`src/rtl/wash_pkg.sv`:
```
// wash_pkg: shared definitions for the wash sequencer.
//   wash_state_t : sequencer states; the encoding is visible on the phase output
//   DUR_W        : width of the per-phase second counter and the sec_left output
package wash_pkg;

   typedef enum logic [2:0] {
      IDLE  = 3'd0,
      FILL  = 3'd1,
      WASH  = 3'd2,
      RINSE = 3'd3,
      SPIN  = 3'd4
   } wash_state_t;

   localparam int unsigned DUR_W = 16;

endpackage

```
`src/rtl/wash_tick_gen.sv`:
```
// wash_tick_gen: seconds prescaler.
//   clk, rst_n : clock, asynchronous active-low reset
//   clr        : synchronous clear of the prescaler (state change / idle)
//   hold       : freeze the prescaler and suppress sec_tick
//   freq       : clock scale, period = TICK_BASE << freq cycles
//   sec_tick   : high in the terminal-count cycle of each second
module wash_tick_gen #(
   parameter int unsigned TICK_BASE = 50_000_000
) (
   input  logic       clk,
   input  logic       rst_n,
   input  logic       clr,
   input  logic       hold,
   input  logic [1:0] freq,
   output logic       sec_tick
);

   // Sized for the largest period, TICK_BASE << 3.
   localparam int unsigned CW = $clog2(TICK_BASE * 8);

   logic [CW-1:0] cnt_q;
   logic [CW-1:0] term;

   always_comb begin
      term = CW'((32'(TICK_BASE) << freq) - 32'd1);
   end

   // clr is deliberately not folded in here: the parent derives clr from
   // the state transition, which itself depends on sec_tick.
   assign sec_tick = !hold && (cnt_q == term);

   always_ff @(posedge clk or negedge rst_n) begin
      if (!rst_n) begin
         cnt_q <= '0;
      end else if (clr) begin
         cnt_q <= '0;
      end else if (!hold) begin
         cnt_q <= (cnt_q == term) ? '0 : cnt_q + CW'(1);
      end
   end

endmodule

```
`src/rtl/wash_sequencer.sv`:
```
// wash_sequencer: coin-operated washing-machine phase sequencer.
//   clk, rst_n  : clock, asynchronous active-low reset
//   clk_freq    : clock scale (cycles per second = TICK_BASE << clk_freq), latched on coin
//   coin_in     : start request, sampled in IDLE only
//   extra_wash  : extra wash+rinse loops, latched on coin and clamped to MAX_EXTRA
//   timer_pause : freezes phase timing while in SPIN
//   wash_done   : high in IDLE
//   done_pulse  : one-cycle pulse in the first IDLE cycle after SPIN
//   phase       : current state encoding
//   sec_left    : seconds remaining in the current phase, 0 in IDLE
module wash_sequencer
   import wash_pkg::*;
#(
   parameter int unsigned TICK_BASE = 50_000_000,
   parameter int unsigned FILL_SEC  = 120,
   parameter int unsigned WASH_SEC  = 300,
   parameter int unsigned RINSE_SEC = 120,
   parameter int unsigned SPIN_SEC  = 60,
   parameter int unsigned MAX_EXTRA = 3,
   localparam int unsigned XW = (MAX_EXTRA < 1) ? 1 : $clog2(MAX_EXTRA + 1)
) (
   input  logic             clk,
   input  logic             rst_n,
   input  logic [1:0]       clk_freq,
   input  logic             coin_in,
   input  logic [XW-1:0]    extra_wash,
   input  logic             timer_pause,
   output logic             wash_done,
   output logic             done_pulse,
   output logic [2:0]       phase,
   output logic [DUR_W-1:0] sec_left
);

   if (FILL_SEC == 0 || WASH_SEC == 0 || RINSE_SEC == 0 || SPIN_SEC == 0) begin : g_zero_dur
      $error("wash_sequencer: phase durations must be non-zero");
   end
   if (FILL_SEC >= 2**DUR_W || WASH_SEC >= 2**DUR_W ||
       RINSE_SEC >= 2**DUR_W || SPIN_SEC >= 2**DUR_W) begin : g_big_dur
      $error("wash_sequencer: phase duration exceeds second counter range");
   end

   wash_state_t      state_q, state_d;
   logic [1:0]       freq_q;
   logic [XW-1:0]    extra_q, extra_d, extra_clamped;
   logic [DUR_W-1:0] sec_q, dur;
   logic             sec_tick, phase_end, clr, hold, done_q;

   wash_tick_gen #(
      .TICK_BASE (TICK_BASE)
   ) u_tick (
      .clk      (clk),
      .rst_n    (rst_n),
      .clr      (clr),
      .hold     (hold),
      .freq     (freq_q),
      .sec_tick (sec_tick)
   );

   always_comb begin
      dur = '0;
      case (state_q)
         FILL:    dur = DUR_W'(FILL_SEC);
         WASH:    dur = DUR_W'(WASH_SEC);
         RINSE:   dur = DUR_W'(RINSE_SEC);
         SPIN:    dur = DUR_W'(SPIN_SEC);
         default: dur = '0;
      endcase
   end

   assign phase_end     = sec_tick && (sec_q == dur - DUR_W'(1));
   assign hold          = timer_pause && (state_q == SPIN);
   assign extra_clamped = (32'(extra_wash) > MAX_EXTRA) ? XW'(MAX_EXTRA) : extra_wash;

   always_comb begin
      state_d = state_q;
      extra_d = extra_q;
      case (state_q)
         IDLE:  if (coin_in)   state_d = FILL;
         FILL:  if (phase_end) state_d = WASH;
         WASH:  if (phase_end) state_d = RINSE;
         RINSE: begin
            if (phase_end) begin
               if (extra_q != '0) begin
                  extra_d = extra_q - XW'(1);
                  state_d = WASH;
               end else begin
                  state_d = SPIN;
               end
            end
         end
         SPIN:  if (phase_end) state_d = IDLE;
         default: state_d = IDLE;
      endcase
   end

   // Timing restarts on every transition; IDLE keeps the prescaler parked at 0.
   assign clr = (state_d != state_q) || (state_q == IDLE);

   always_ff @(posedge clk or negedge rst_n) begin
      if (!rst_n) begin
         state_q <= IDLE;
         freq_q  <= '0;
         extra_q <= '0;
         sec_q   <= '0;
         done_q  <= 1'b0;
      end else begin
         state_q <= state_d;
         done_q  <= (state_q == SPIN) && (state_d == IDLE);
         if (state_q == IDLE && coin_in) begin
            freq_q  <= clk_freq;
            extra_q <= extra_clamped;
         end else begin
            extra_q <= extra_d;
         end
         if (clr) begin
            sec_q <= '0;
         end else if (sec_tick) begin
            sec_q <= sec_q + DUR_W'(1);
         end
      end
   end

   assign wash_done  = (state_q == IDLE);
   assign done_pulse = done_q;
   assign phase      = state_q;
   assign sec_left   = dur - sec_q;

endmodule

```
`config.mk`:
```
export PLATFORM = sky130hd
export DESIGN_NAME = wash_sequencer
export DESIGN_NICKNAME = d
export VERILOG_FILES = /design/src/rtl/wash_pkg.sv /design/src/rtl/wash_tick_gen.sv /design/src/rtl/wash_sequencer.sv
export SDC_FILE = /design/constraint.sdc
export NUM_CORES = 1
export LEC_CHECK = 0
export ABC_CLOCK_PERIOD_IN_PS = 4200
export BUFFER_PORTS_ARGS = -buffer_cell sky130_fd_sc_hd__buf_2
export CORE_MARGIN = 2
export CORE_UTILIZATION = 60
export CTS_CLUSTER_SIZE = 16
export DETAILED_ROUTE_END_ITERATION = 16
export PLACE_DENSITY = 0.87
export SYNTH_ARGS = -nofsm -noshare
export SYNTH_HDL_FRONTEND = slang
export SYNTH_SLANG_ARGS = --single-unit
```
`constraint.sdc`:
```
create_clock -name clk -period 4.2 [get_ports clk]
set_input_delay 0.42 -clock clk [delete_from_list [all_inputs] [get_ports clk]]
set_output_delay 0.42 -clock clk [all_outputs]
set_load 0.01 [all_outputs]
```
==> results of run 1 <==
registers in the layout, summed over array words and instances (netlist names):
name / flops
done_pulse: 1
extra_q: 2
freq_q: 2
phase: 3
sec_q: 16
u_tick.cnt_q: 29
layout by cell type, fill, tap and decap left out, types with 7 or more instances in the layout:
cell / instances
nand4_1: 10
clkbuf_8: 7
buf_2: 28
nor2_1: 54
nor4_1: 12
inv_1: 30
a21oi_1: 30
xor2_1: 13
o21ai_0: 11
dfrtp_1: 52
nand2_1: 29
nor3_1: 12
nand3_1: 24
or3_1: 10
xnor2_1: 30
ha_1: 11
layout make-up:
type                       count  area (µm²)
multi-input combinational    344        2232
fill                         507        2003
sequential                    53        1328
timing repair buffer          30       155.1
inverter                      30       112.6
clock buffer                   7       96.34
tap                           75       93.84
clock inverter                 1       5.005
logic make-up (layout without fill, tap and decap cells):
family	count (synthesis)	count (layout)
AND/OR/NAND/NOR	205	205
AO/OA/AOI/OAI	80	80
buffers and inverters	54	68
flip-flops	53	53
XOR/XNOR	43	43
adder cells (fa/ha/maj)	11	11
multiplexers	5	5
worst max-delay path: stages (launching register included):
cell	delay, ns
dfrtp_1	0.52
or3_1	0.47
and2_0	0.31
ha_1	0.38
a21oi_1	0.11
o21a_1	0.20
o21ai_0	0.25
a31oi_1	0.20
nor4_1	0.33
xnor2_1	0.15
buf_2	0.14
what timing repair did:
action / in CTS / in global routing
resized for setup: 0 / 3
endpoints found under the setup margin: 0 / 12
setup buffers: 0 / 0
metal layers:
layer,wire (µm),track usage (%),share of wire [%]
met5,0,0,0
met4,192,8.065,2.2
met3,570,5.467,6.5
met2,4043,39.44,46
met1,3897,36.13,45
power by group through the flow:
stage / Combinational, mW / Sequential, mW / Clock (mW)
detailed placement: 0.0618 / 0.572 / 0
CTS: 0.0621 / 0.562 / 0.324
floorplan: 0.0409 / 0.565 / 0
global placement: 0.0595 / 0.570 / 0
finish: 0.0613 / 0.563 / 0.323
global route: 0.0727 / 0.566 / 0.347
worst max path at each step:
stage,start,end,slack (ns),cells past startpoint
after global placement,phase[0],sec_q[14],0.69,12
after CTS,phase[0],sec_q[8],0.32,12
after floorplan,phase[1],sec_q[9],0.96,14
after global routing,phase[1],sec_left[15],0.09,13
final,phase[0],sec_left[14],0.39,10
after detailed placement,phase[0],u_tick.cnt_q[17],0.41,12
through the flow:
stage | utilization (%) | instance area, µm² | hold slack, ns
finish | 66.76 | 4023 | 0.2110
global route | 66.76 | 4023 | 0.2818
CTS | 66.69 | 4019 | 0.2451
detailed placement | 65.01 | 3918 | 0.5524
global placement | 65.01 | 3918 | 0.5395
floorplan | - | 3786 | 0.1244
==> impl_results.md, run 1 <==
- Synth cell types: 64
- Final WL: 8703 µm
- Chip width: 83.44 µm
- Worst-path fanout max: 14
- Power Density: between 200 and 250 nW/µm²
- Clock power share: between 30% and 40%
- CTS Buf Count: 5
- Fin. max-slew vios: 0
- Top Ports: 29
- Minimum clock period: ~3.8 ns
- Synth Area in Simple Gates: just under 30%
- Routability cong.: ~0.94
- DIE AREA: about 7000 µm²
- Clk_lat worst skew: 0.31 ns
- RSZ-0062 raised after global routing: false
- H-tree Lvls: 2
- Crit Path Class: reg2out
- Cell-internal power: 0.7070 mW
- Mapped cell area: 3786 µm²
- FF-to-FF End: sec_q[13]
- Ys flop type: dfrtp_1
- R2R Path Start: phase[0]
- Starting Density: a little over three fifths
- DP Cell Count: between 500 and 600
- Layout area overhead: 6.246%
- Clock transition at the registers of the reported paths: about 0.10 ns
- Syn_nets: between 400 and 500
- Total gr overflow: 0
- Hpwl dp: around 6300 µm
- Site row count: 28
- Xor/xnor share of the synthesized area: between 9 and 10%
- Fmax: 262.2 MHz
- Type of the tightest min-delay check: in2async
- Endpoints failing setup: 0
- Top-area cell type share of the netlist area: a little over a third
- Final net count: approximately 480
- Most frequent cell after synthesis: nor2_1
- Post-Synth Adder-Cell Area: under 10%
- Pre-antenna DRT Iters: 5
- R2R depth: 12
- Crit path required time: ~3.8 ns
- Diode count: 0
- Worst EP arrival: between 3 and 4 ns
- Worst VDD drop: around 0.18 mV
- Worst slack, placed: around 0.4 ns
- Number of synthesized flops with an enable pin: 0
- Core area: approximately 6000 µm²
- Flop2flop setup slack: about 0.44 ns
- Startpoint types: flop
- Avg Inst Size Synth: between 8 and 9 µm²
- Maxcap violations: 0
- Fin. Hold Viols: 0
- Sw Ratio: about 25%
- Top post-synthesis cells by area: dfrtp_1 (35%), xnor2_1 (6.9%), nor2_1 (5.4%), a21oi_1 (4.0%), ha_1 (3.6%)
- Filler-free cell count of the finished design: 540
- CTS tree: yes
- Status: complete, no violations
- Vias in the first global route: roughly 3100
- Clock skew: ~0.010 ns
- Sequential share of the synthesized area: about a third
- Setup Total Neg Slack: 0 ns
- Post-synthesis mux area share: under 10%
- Logic pwr share: under 10%
- Largest net degree at the start of global routing: 54
- Worst Tran Pin Value: a little under 0.8 ns
- Initial antenna violation count: 0
- Clk buf depth: 2
- # DRC: 0
- LEAKAGE: about 1.7 nW
- Final setup margin: 0.3865 ns
- Seq pwr share: 59.4%
- DRT antenna net count: 0
- Synthesis Warnings: 0
- Iter 0 DRT Violations: 367
- Sink Count: between 50 and 60
- Vias per inst: ~6.3
- Cts hold-fix bufs: 0
- Pwr Total: about 0.95 mW
- Die Height: 83.44 µm
- Leading area contributor after synthesis: dfrtp_1
- GRT Util Overall: approximately a quarter
- Largest family of logic cells by synthesized area: simple AND/OR/NAND/NOR gates
- Synth Area in Compound Gates: ~14%
- Drt wl/cell: 16.12 µm
- CP Capture Type: output pin
- Worst rel slew slack: 47.49%
- Vias: 3412
- #FFs+latches synth: 53
- Switching pwr: 0.2402 mW
- Asr flop ratio synth: between 90% and 100%
- Share of layout cells above drive strength 1: around an eighth
- PortBufs: 28
- Final period utilization: roughly nine tenths
- Global-route wire length before repair: roughly 15000 µm
- Synth Instances: 451
- Root Driver: clkbuf_8
- Most frequent cells after synthesis: nor2_1 (54), dfrtp_1 (53), a21oi_1 (30), inv_1 (30), xnor2_1 (30)
No activity file was read; power rests on OpenSTA's default activity.
==> run 2: changes to the inputs <==
--- a/config.mk
+++ b/config.mk
@@ -5,13 +5,14 @@
 export SDC_FILE = /design/constraint.sdc
 export NUM_CORES = 1
 export LEC_CHECK = 0
-export ABC_CLOCK_PERIOD_IN_PS = 4200
+export ABC_AREA = 1
+export ABC_CLOCK_PERIOD_IN_PS = 4500
 export BUFFER_PORTS_ARGS = -buffer_cell sky130_fd_sc_hd__buf_2
 export CORE_MARGIN = 2
 export CORE_UTILIZATION = 60
 export CTS_CLUSTER_SIZE = 16
 export DETAILED_ROUTE_END_ITERATION = 16
-export PLACE_DENSITY = 0.87
+export PLACE_DENSITY = 0.86
 export SYNTH_ARGS = -nofsm -noshare
 export SYNTH_HDL_FRONTEND = slang
 export SYNTH_SLANG_ARGS = --single-unit
==> constraint.sdc (replaced) <==
create_clock -name clk -period 4.5 [get_ports clk]
set_input_delay 0.45 -clock clk [delete_from_list [all_inputs] [get_ports clk]]
set_output_delay 0.45 -clock clk [all_outputs]
set_load 0.01 [all_outputs]
==> impl_results.md, run 2 <==
- CTS tree: yes
- Crit path top cell by count: nand2_1
- CTS resizes: 0 (unchanged)
- Sink Count: 53 (unchanged)
- Vias per inst: 5.659 (-10%)
- Sequential share of the synthesized area: 30.35% (-4.7 points)
- Seq pwr share: 30.5% (-29 points)
- Vias: 4329 (+27%)
- Cts hold-fix bufs: 0 (unchanged)
- Worst Tran Pin Value: 0.6715 ns (-0.1052 ns)
- Crit path required time: 4.05 ns (+0.27 ns)
- Flop2flop setup slack: 1.10 ns (+0.66 ns)
- Top Ports: 29 (unchanged)
- Clock skew: 0.004288 ns (-0.005904 ns)
- Leading area contributor after synthesis: dfrtp_1
- Synth cell types: 39 (-39%)
- Iter 0 DRT Violations: 418 (+14%)
- Final WL: 11070 µm (+27%)
- Vias in the first global route: 3978 (+27%)
- H-tree Lvls: 2 (unchanged)
- DRT antenna net count: 0 (unchanged)
- Top post-synthesis cells by area: dfrtp_1 (30%), nand2_1 (13%), xor2_1 (8.8%), inv_1 (7.2%), nor2_1 (6.5%)
- Root Driver: clkbuf_8
- Worst Path Buf+Inv: 1 (unchanged)
- Delay-heaviest family, CP: simple AND/OR/NAND/NOR gates
- Worst-path cell chain: nor2_2, nand2_2, nand2_1, ha_1, nand2_1, o21bai_1, nand3_1, nand2_1, a21oi_1, o21bai_1, nand3_1, nand2_1, nand2_1, nor2_1, nand2_1, nor2_1, xor2_1, buf_2
- Logic pwr share: 54.8% (+48 points)
- Synthesis Warnings: 0 (unchanged)
- Initial antenna violation count: 0 (unchanged)
- RSZ-0062 raised after global routing: false
- CTS Buf Count: 5 (unchanged)
- Drt wl/cell: 14.47 µm (-10%)
- Startpoint types: flop
- Top-area cell type share of the netlist area: 30.35% (-4.7 points)
- Type of the tightest min-delay check: in2async
- Minimum clock period: ~3.9 ns
- Routability cong.: 0.9512 (+0.71%)
- Starting Density: 61.24% (-1.6 points)
- LEAKAGE: 2.063 nW (+19%)
- Max reg flops: 29 (unchanged)
- Worst EP arrival: 3.42 ns (+0.03 ns)
- Worst VDD drop: 0.3941 mV (+120%)
- Pre-antenna DRT Iters: 5 (unchanged)
- Critical path's largest stage delay: 0.50 ns (-0.02 ns)
- Final period utilization: between 80% and 90%
- Endpoints failing setup: 0 (unchanged)
- PortBufs: 28 (unchanged)
- Most frequent cell after synthesis: nand2_1
- Slowest cell on crit path: dfrtp_1
- Crit Path Class: reg2out
- Chip width: 89.35 µm (+7.1%)
- Worst slack, placed: 1.044 ns (+0.6373 ns)
- Fmax: roughly 260 MHz
- DIE AREA: 7983 µm² (+15%)
- Avg Inst Size Synth: 6.745 µm² (-20%)
- #FFs+latches synth: 53 (unchanged)
- Final net count: 685 (+42%)
- Clk_lat worst skew: 0.31 ns (about the same)
- Cell-internal power: 0.9735 mW (+38%)
- Site row count: 31 (+11%)
- Clock transition at the registers of the reported paths: 0.09 ns (about the same)
- R2R Path Start: phase[0]
- Ys flop type: dfrtp_1
- Largest Register: u_tick.cnt_q
- Worst-path fanout max: 7 (-7)
- Switching pwr: 0.8954 mW (+270%)
- R2R depth: 23 (+11)
- Worst rel slew slack: 55.23% (+7.7 points)
- Share of layout cells above drive strength 1: 10.21% (-1.8 points)
- Clk buf depth: 2 (unchanged)
- Sw Ratio: 47.91% (+23 points)
- Commonest non-fill, non-tap cells in the layout: nand2_1 (149), inv_1 (84), nor2_1 (76)
- Clock power share: 14.8% (-19 points)
- Die Height: 89.35 µm (+7.1%)
- Post-CTS Setup Bufs: 0 (unchanged)
- Status: complete, no violations
- Most common cell after layout, fill and taps aside: nand2_1
- Fin. max-slew vios: 0 (unchanged)
- Synth Instances: 648 (+44%)
- Most frequent cells after synthesis: nand2_1 (149), inv_1 (84), nor2_1 (76)
- GRT Util Overall: 29.35% (+3.8 points)
- Mapped cell area: 4370 µm² (+15%)
- Total gr overflow: 0 (unchanged)
- CP Capture Type: output pin
- Setup Total Neg Slack: 0 ns (unchanged)
- Layout area overhead: 5.840%
- Global-route wire length before repair: 18630 µm (+26%)
- Syn_nets: 667 (+42%)
- Number of synthesized flops with an enable pin: 0 (unchanged)
- FF-to-FF End: u_tick.cnt_q[28]
- Largest net degree at the start of global routing: 54 (unchanged)
- Core area: 7137 µm² (+18%)
- # DRC: 0 (unchanged)
- Asr flop ratio synth: 100.0% (unchanged)
- Diode count: 0 (unchanged)
- Maxcap violations: 0 (unchanged)
- Fin. Hold Viols: 0 (unchanged)
- Hpwl dp: 8485 µm (+34%)
- Power Density: 404.0 nW/µm² (+72%)
- Final setup margin: 0.6267 ns (+0.2402 ns)
-- run 2: layer usage --
layer | vias to the layer above | global-route usage, % | part of all wire, %
met3 | 27 | 4.986 | 7.7
met4 | 0 | 8.141 | 1.7
met5 | - | 0 | 0
met1 | 1945 | 41.28 | 45
li1 | 2138 | - | -
met2 | 219 | 46.73 | 46
-- run 2: worst max-delay path by stage --
stage,endpoint,slack (ns),cells after the start,startpoint
after floorplan,sec_left[15],1.45,17,phase[0]
after global placement,sec_left[15],1.15,18,phase[2]
after detailed placement,sec_left[15],1.04,18,phase[0]
after CTS,sec_left[15],0.69,18,phase[0]
after global routing,sec_left[15],0.24,18,phase[0]
final,sec_left[15],0.63,18,phase[0]
-- run 2: power groups by stage --
stage / clock network [mW] / registers, mW / logic (mW)
floorplan: 0 / 0.535 / 0.811
CTS: 0.281 / 0.569 / 1.02
finish: 0.276 / 0.569 / 1.02
detailed placement: 0 / 0.579 / 1.01
global route: 0.299 / 0.575 / 1.16
global placement: 0 / 0.574 / 0.990
-- run 2: stage by stage --
stage	std cells	hold WS, ns	total power, mW	util, %	area [µm²]
2_1_floorplan	648	0.1544	1.346	-	4370
3_3_place_gp	758	0.5356	1.564	63.60	4539
3_5_place_dp	758	0.5481	1.587	63.60	4539
4_1_cts	765	0.2814	1.868	64.81	4626
5_1_grt	765	0.3243	2.031	64.81	4626
6_report	765	0.2414	1.869	64.81	4626
-- run 2: final cells by class --
| class | instances | area (µm²) |
|---|---|---|
| well taps | 99 | 123.9 |
| inverters | 91 | 341.6 |
| fillers | 662 | 2511 |
| repair buffers | 30 | 155.1 |
| multi-input cells | 485 | 2592 |
| flip-flops and latches | 53 | 1326 |
| clock buffers | 7 | 86.33 |
-- run 2: logic make-up (layout without fill, tap and decap cells) --
| family | count (synthesis) | in the layout | share of synthesized area, % |
|---|---|---|---|
| AO/OA/AOI/OAI | 67 | 67 | 8.331 |
| buffers and inverters | 110 | 128 | 10.33 |
| flip-flops | 53 | 53 | 30.35 |
| adder cells (fa/ha/maj) | 11 | 11 | 3.149 |
| AND/OR/NAND/NOR | 359 | 359 | 38.22 |
| XOR/XNOR | 48 | 48 | 9.619 |
